--- config.mk ---
export PLATFORM = sky130hd
export DESIGN_NAME = pipe_ctrl
export DESIGN_NICKNAME = d
export VERILOG_FILES = /design/src/rtl/pipe_ctrl_pkg.sv /design/src/rtl/pipe_ctrl_hazard_detect.sv /design/src/rtl/pipe_ctrl.sv
export SDC_FILE = /design/constraint.sdc
export NUM_CORES = 1
export LEC_CHECK = 0
export CELL_PAD_IN_SITES_DETAIL_PLACEMENT = 0
export CELL_PAD_IN_SITES_GLOBAL_PLACEMENT = 1
export CORE_MARGIN = 2
export CORE_UTILIZATION = 32
export CTS_CLUSTER_DIAMETER = 80
export CTS_CLUSTER_SIZE = 25
export DETAILED_ROUTE_END_ITERATION = 8
export PLACE_DENSITY = 0.82
export REMOVE_ABC_BUFFERS = 1
export SKIP_CTS_REPAIR_TIMING = 1
export SYNTH_ARGS = -nofsm -noshare
export SYNTH_HDL_FRONTEND = slang
export SYNTH_SLANG_ARGS = --single-unit
--- constraint.sdc ---
create_clock -name clk -period 2.3 [get_ports clk]
set_clock_uncertainty 0.2 [all_clocks]
set_input_delay 0.46 -clock clk [delete_from_list [all_inputs] [get_ports clk]]
set_output_delay 0.46 -clock clk [all_outputs]
set_load 0.05 [all_outputs]
--- src/rtl/pipe_ctrl_pkg.sv ---
// Shared pipeline-control types: controller FSM states, pipeline-register
// indices and the per-register stall/flush bundle fanned out to the stages.
package pipe_ctrl_pkg;

    typedef enum logic [1:0] {
        RUN   = 2'd0,
        DRAIN = 2'd1,
        HALT  = 2'd2
    } ctrl_state_e;

    localparam int NUM_REGS  = 4;
    localparam int REG_IFID  = 0;
    localparam int REG_IDEX  = 1;
    localparam int REG_EXMEM = 2;
    localparam int REG_MEMWB = 3;

    typedef struct packed {
        logic                pc_stall;
        logic [NUM_REGS-1:0] stall;
        logic [NUM_REGS-1:0] flush;
    } pipe_control_t;

    function automatic pipe_control_t mk_ctrl(input logic                pc_stall,
                                              input logic [NUM_REGS-1:0] stall,
                                              input logic [NUM_REGS-1:0] flush);
        pipe_control_t c;
        c.pc_stall = pc_stall;
        c.stall    = stall;
        c.flush    = flush;
        return c;
    endfunction

    localparam pipe_control_t CTRL_NONE     = mk_ctrl(1'b0, 4'b0000, 4'b0000);
    localparam pipe_control_t CTRL_RESET    = mk_ctrl(1'b0, 4'b0000, 4'b1111);
    localparam pipe_control_t CTRL_HALT     = mk_ctrl(1'b1, 4'b1111, 4'b0000);
    // Hold everything up to MEM, drop a bubble into WB.
    localparam pipe_control_t CTRL_MEM_WAIT = mk_ctrl(1'b1, 4'b0111, 4'b1000);
    localparam pipe_control_t CTRL_REDIRECT = mk_ctrl(1'b0, 4'b0000, 4'b0011);
    localparam pipe_control_t CTRL_ID_BUB   = mk_ctrl(1'b1, 4'b0001, 4'b0010);
    localparam pipe_control_t CTRL_IF_BUB   = mk_ctrl(1'b1, 4'b0000, 4'b0001);

endpackage

--- src/rtl/pipe_ctrl_hazard_detect.sv ---
// Load-use hazard compare between the load in EX and the consumer in ID.
// Purely combinational so the forwarding unit can reuse it.
module hazard_detect (
    input  logic       ex_valid_i,
    input  logic       ex_mem_read_i,
    input  logic [4:0] ex_rd_i,
    input  logic       id_valid_i,
    input  logic [4:0] id_rs1_i,
    input  logic [4:0] id_rs2_i,
    input  logic       id_uses_rs1_i,
    input  logic       id_uses_rs2_i,
    output logic       load_use_o
);

    logic rs1_hit;
    logic rs2_hit;

    // x0 is hardwired to zero, so a load targeting it never creates a hazard.
    assign rs1_hit    = id_uses_rs1_i && (id_rs1_i == ex_rd_i);
    assign rs2_hit    = id_uses_rs2_i && (id_rs2_i == ex_rd_i);
    assign load_use_o = ex_valid_i && ex_mem_read_i && (ex_rd_i != 5'd0) &&
                        id_valid_i && (rs1_hit || rs2_hit);

endmodule

--- src/rtl/pipe_ctrl.sv ---
// Central pipeline controller: priority resolution of hazards into
// stall/flush controls, decode-error drain/halt FSM and perf counters.
module pipe_ctrl
    import pipe_ctrl_pkg::*;
#(
    parameter int DRAIN_CYCLES = 3,
    parameter int CNT_W        = 32
) (
    input  logic             clk,
    input  logic             rst,
    input  logic [1:0]       stage_stall_req,
    input  logic             id_valid,
    input  logic [4:0]       id_rs1,
    input  logic [4:0]       id_rs2,
    input  logic             id_uses_rs1,
    input  logic             id_uses_rs2,
    input  logic             id_error,
    input  logic             ex_valid,
    input  logic [4:0]       ex_rd,
    input  logic             ex_mem_read,
    input  logic             ex_redirect,
    input  logic             mem_busy,
    output logic             pc_stall,
    output logic [3:0]       stall,
    output logic [3:0]       flush,
    output logic             halted,
    output logic [CNT_W-1:0] stall_cycles,
    output logic [CNT_W-1:0] redirect_count
);

    localparam int DCNT_W = $clog2(DRAIN_CYCLES + 1);

    ctrl_state_e       state_q, state_d;
    logic [DCNT_W-1:0] drain_cnt_q, drain_cnt_d;
    logic [CNT_W-1:0]  stall_cycles_q, stall_cycles_d;
    logic [CNT_W-1:0]  redirect_count_q, redirect_count_d;

    pipe_control_t ctrl;
    logic          load_use;
    logic          id_err;
    logic          redirect_fire;

    hazard_detect u_hazard (
        .ex_valid_i    (ex_valid),
        .ex_mem_read_i (ex_mem_read),
        .ex_rd_i       (ex_rd),
        .id_valid_i    (id_valid),
        .id_rs1_i      (id_rs1),
        .id_rs2_i      (id_rs2),
        .id_uses_rs1_i (id_uses_rs1),
        .id_uses_rs2_i (id_uses_rs2),
        .load_use_o    (load_use)
    );

    assign id_err = (state_q == RUN) && id_valid && id_error;

    // NOTE: every always_comb output gets a default first so no path can infer a latch.
    always_comb begin
        ctrl          = CTRL_NONE;
        redirect_fire = 1'b0;
        if (rst) begin
            ctrl = CTRL_RESET;
        end else if (state_q == HALT) begin
            ctrl = CTRL_HALT;
        end else if (mem_busy) begin
            ctrl = CTRL_MEM_WAIT;
        end else if (ex_redirect) begin
            ctrl          = CTRL_REDIRECT;
            redirect_fire = 1'b1;
        end else if (load_use || (state_q == DRAIN) || id_err || stage_stall_req[1]) begin
            ctrl = CTRL_ID_BUB;
        end else if (stage_stall_req[0]) begin
            ctrl = CTRL_IF_BUB;
        end
    end

    // An error masked by a higher-priority rule is simply seen again next cycle.
    always_comb begin
        state_d     = state_q;
        drain_cnt_d = drain_cnt_q;
        case (state_q)
            RUN: begin
                if (id_err && !mem_busy && !ex_redirect && !load_use) begin
                    state_d     = DRAIN;
                    drain_cnt_d = DCNT_W'(DRAIN_CYCLES);
                end
            end
            DRAIN: begin
                if (!mem_busy) begin
                    if (ex_redirect) begin
                        state_d     = RUN;
                        drain_cnt_d = '0;
                    end else begin
                        drain_cnt_d = drain_cnt_q - DCNT_W'(1);
                        if (drain_cnt_q == DCNT_W'(1)) begin
                            state_d = HALT;
                        end
                    end
                end
            end
            HALT:    state_d = HALT;
            default: state_d = RUN;
        endcase
    end

    always_comb begin
        stall_cycles_d   = stall_cycles_q;
        redirect_count_d = redirect_count_q;
        if (ctrl.pc_stall && (state_q != HALT)) begin
            stall_cycles_d = stall_cycles_q + CNT_W'(1);
        end
        if (redirect_fire) begin
            redirect_count_d = redirect_count_q + CNT_W'(1);
        end
    end

    // NOTE: reset is synchronous, so it is sampled inside the clocked branch only.
    always_ff @(posedge clk) begin
        if (rst) begin
            state_q          <= RUN;
            drain_cnt_q      <= '0;
            stall_cycles_q   <= '0;
            redirect_count_q <= '0;
        end else begin
            state_q          <= state_d;
            drain_cnt_q      <= drain_cnt_d;
            stall_cycles_q   <= stall_cycles_d;
            redirect_count_q <= redirect_count_d;
        end
    end

    assign pc_stall       = ctrl.pc_stall;
    assign stall          = ctrl.stall;
    assign flush          = ctrl.flush;
    assign halted         = (state_q == HALT);
    assign stall_cycles   = stall_cycles_q;
    assign redirect_count = redirect_count_q;

endmodule

==> results.yml <==
outcome:
  run_status: "complete, but fails checks"
  violations: "setup timing"
critical_path:
  crit_chain: "clkbuf_2, xnor2_1, nand4_1, o22ai_1, buf_4, a21oi_4, nor3_2, or2_4, buf_12"
  cp.required_ns: 1.64
  cp-end-kind: "output port"
  max_stage_delay_ns: 0.21
  critPathTopFamily: "simple AND/OR/NAND/NOR gates"
  cp_slowest_cell: "xnor2_1"
  crit_fanout: 3
  setup.worst_path.start_class: "primary input"
  crit_buf_inv: 3
  critPathKind: "primary input to output port"
  arrival_ns: 1.78
pwr:
  power_frac_seq: 0.495
  p_clk_frac: 0.356
  ir_drop_v: 0.0002882
  power.density_nw_per_um2: 428.8
  swShare: 0.2808
  p_switching_uw: 674.6
  leakagePower_nw: 2.651
  total_power_mw: 2.403
  internal_power_mw: 1.728
  p_comb_frac: 0.149
synth:
  syn_area_per_cell_um2: 8.343
  synthArstFlopShare: 0
  yosysSeqAreaShare: 0.3812
  ys_seq_elements: 68
  synth-edff-count: 0
  synth_ff_type: "dfxtp_1"
  syn_inst: 428
  ys_types: 50
  syn_area_um2: 3571
  yosys_warnings: 0
timing:
  relSlewSlack: 0.5816
  fin_crit_ns: 2.440
  final_max_slew_viol_count: 0
  tightest_slew_ns: 0.6276
  grt_setup_unrepaired: "true"
  finalSetupTns_ns: -0.2930
  final-setup-viol-count: 5
  hold_violations: 0
  setup_ws_ns: -0.1395
  period_share: 1.061
  timing.fmax_mhz: 409.9
place:
  gp_congestion: 0.8062
  place_hpwl_um: 7127
  pre_cts_ws_ns: -0.6002
  io_buffers: 100
  placedCellCount: 694
floorplan:
  die_y_um: 109.6
  die_area_um2: 12020
  die_w_um: 109.6
  coreArea_um2: 10840
  io_pins: 101
  start_util: 0.3294
  rows: 38
grt:
  grt_pass1_vias: 3542
  grt_util_all_layers: 0.1689
  grt_pass1_wl_um: 16290
  antenna_found_initial: 0
  grt-ovfl-total: 0
  grt_start_max_net_pins: 55
finish:
  final_common_cell: "dfxtp_1"
  mostFrequentLayoutCells: "dfxtp_1 (64), buf_4 (56), nor2_1 (46), dlymetal6s2s_1 (43), nand2_1 (34)"
  drive_gt1_frac: 0.2565
  syn2layout_area_growth_pct: 56.90
  diodes: 0
  fin_util: 0.5169
  fin_cells: 717
  nNetsFinal: 602
routing:
  wl_met1_um: 4740
  vias: 3726
  drt_iter0_drc: 168
  drc: 0
  wl_um: 10380
  firstDrtPassIters: 4
  wl_met2_um: 5080
  wl_met3_um: 466
  top_layer: "met4"
  ant_nets: 0
  via_per_inst: 5.197
  wire_per_inst_um: 14.48
clock_tree:
  clkSlewWorstSetupHoldPaths_ns: 0.07
  numClockSinks: 68
  cts_tree: "done"
  cts_root_buf: "clkbuf_8"
  h-tree-depth: 3
  clockBufferDepth: 2
  clock_latency_ns: 0.35
  numCtsBuffers: 9
flow_run:
  max_cap_viol_count: 0
worst_hold_path:
  hp-class: "flip-flop to flip-flop"
-- tightest hold or removal path, stage by stage (launching register included) --
cell and delay [ns]:
dfxtp_1 0.30, inv_1 0.07, a311oi_1 0.08
-- synthesized netlist by cell type, drive strengths merged, types with 2 or more instances --
cell    count  share of area
mux2        4          0.013
or4        22          0.046
o41ai       6          0.017
or2         2         0.0035
xnor2      23          0.056
and3        5         0.0091
nor4        5          0.014
ha          3          0.011
buf        14          0.028
o311ai      7          0.017
or3         7          0.012
nor2       47          0.049
o21ai      10          0.014
nand3      20          0.029
o21bai      2         0.0053
nor3       10          0.019
inv        15          0.016
nand4      23          0.042
a21oi      36          0.052
nor2b       5         0.0088
nor3b       2         0.0042
and4        7          0.018
clkbuf     11          0.012
dfxtp      68           0.38
nand2      34          0.036
xor2       14          0.034
o31ai      19          0.040
-- path summary, 6_finish.rpt --
kind	start	slack [ns]	depth (start not counted)	endpoint
max	id_rs1[3]	-0.14	9	stall[0]
max reg2reg	state_q[0]	0.04	9	stall_cycles[20]
min reg2reg	drain_cnt_q[1]	0.29	2	drain_cnt_q[1]
min	drain_cnt_q[1]	0.29	2	drain_cnt_q[1]
-- layout make-up --
class                           instances  area [um^2]
Timing Repair Buffer                  158         1615
Multi-Input combinational cell        320         2230
Fill cell                            1031         5238
Clock inverter                          5        28.78
Inverter                               15        56.30
Clock buffer                           11        131.4
Tap cell                              140        175.2
Sequential cell                        68         1366
-- cell families (layout without fill, tap and decap cells) --
group,Yosys count,in the layout,synth area share
multiplexers,4,4,0.01261
buffers and inverters,40,189,0.05501
XOR/XNOR,37,37,0.09075
AO/OA/AOI/OAI,83,83,0.1507
AND/OR/NAND/NOR,193,193,0.2992
adder cells (fa/ha/maj),3,3,0.01051
flip-flops,68,68,0.3812
-- sequential cells by signal, indices dropped and copies added (netlist names) --
register and flops:
redirect_count 32, drain_cnt_q 2, stall_cycles 32, state_q 2
-- through the flow --
step,cell area (um^2),hold slack [ns]
global route,5603,0.3119
global placement,5081,0.2716
finish,5603,0.2937
detailed placement,5081,0.2813
floorplan,3431,0.2459
CTS,5241,0.2912
-- metal layers --
metal,global-route usage,vias up
li1,-,1857
met1,0.2124,1771
met2,0.2848,90
met3,0.04446,8
met4,0.04702,0
met5,0,-
-- power by group through the flow --
stage / combinational, mW / sequential (mW) / clock [mW]
after floorplan: 0.109 / 1.23 / 0
after global placement: 0.309 / 1.22 / 0
after detailed placement: 0.312 / 1.22 / 0
after CTS: 0.313 / 1.19 / 0.880
after global routing: 0.381 / 1.19 / 0.941
final: 0.357 / 1.19 / 0.856
Note: power is estimated with default switching activity, not from simulation.
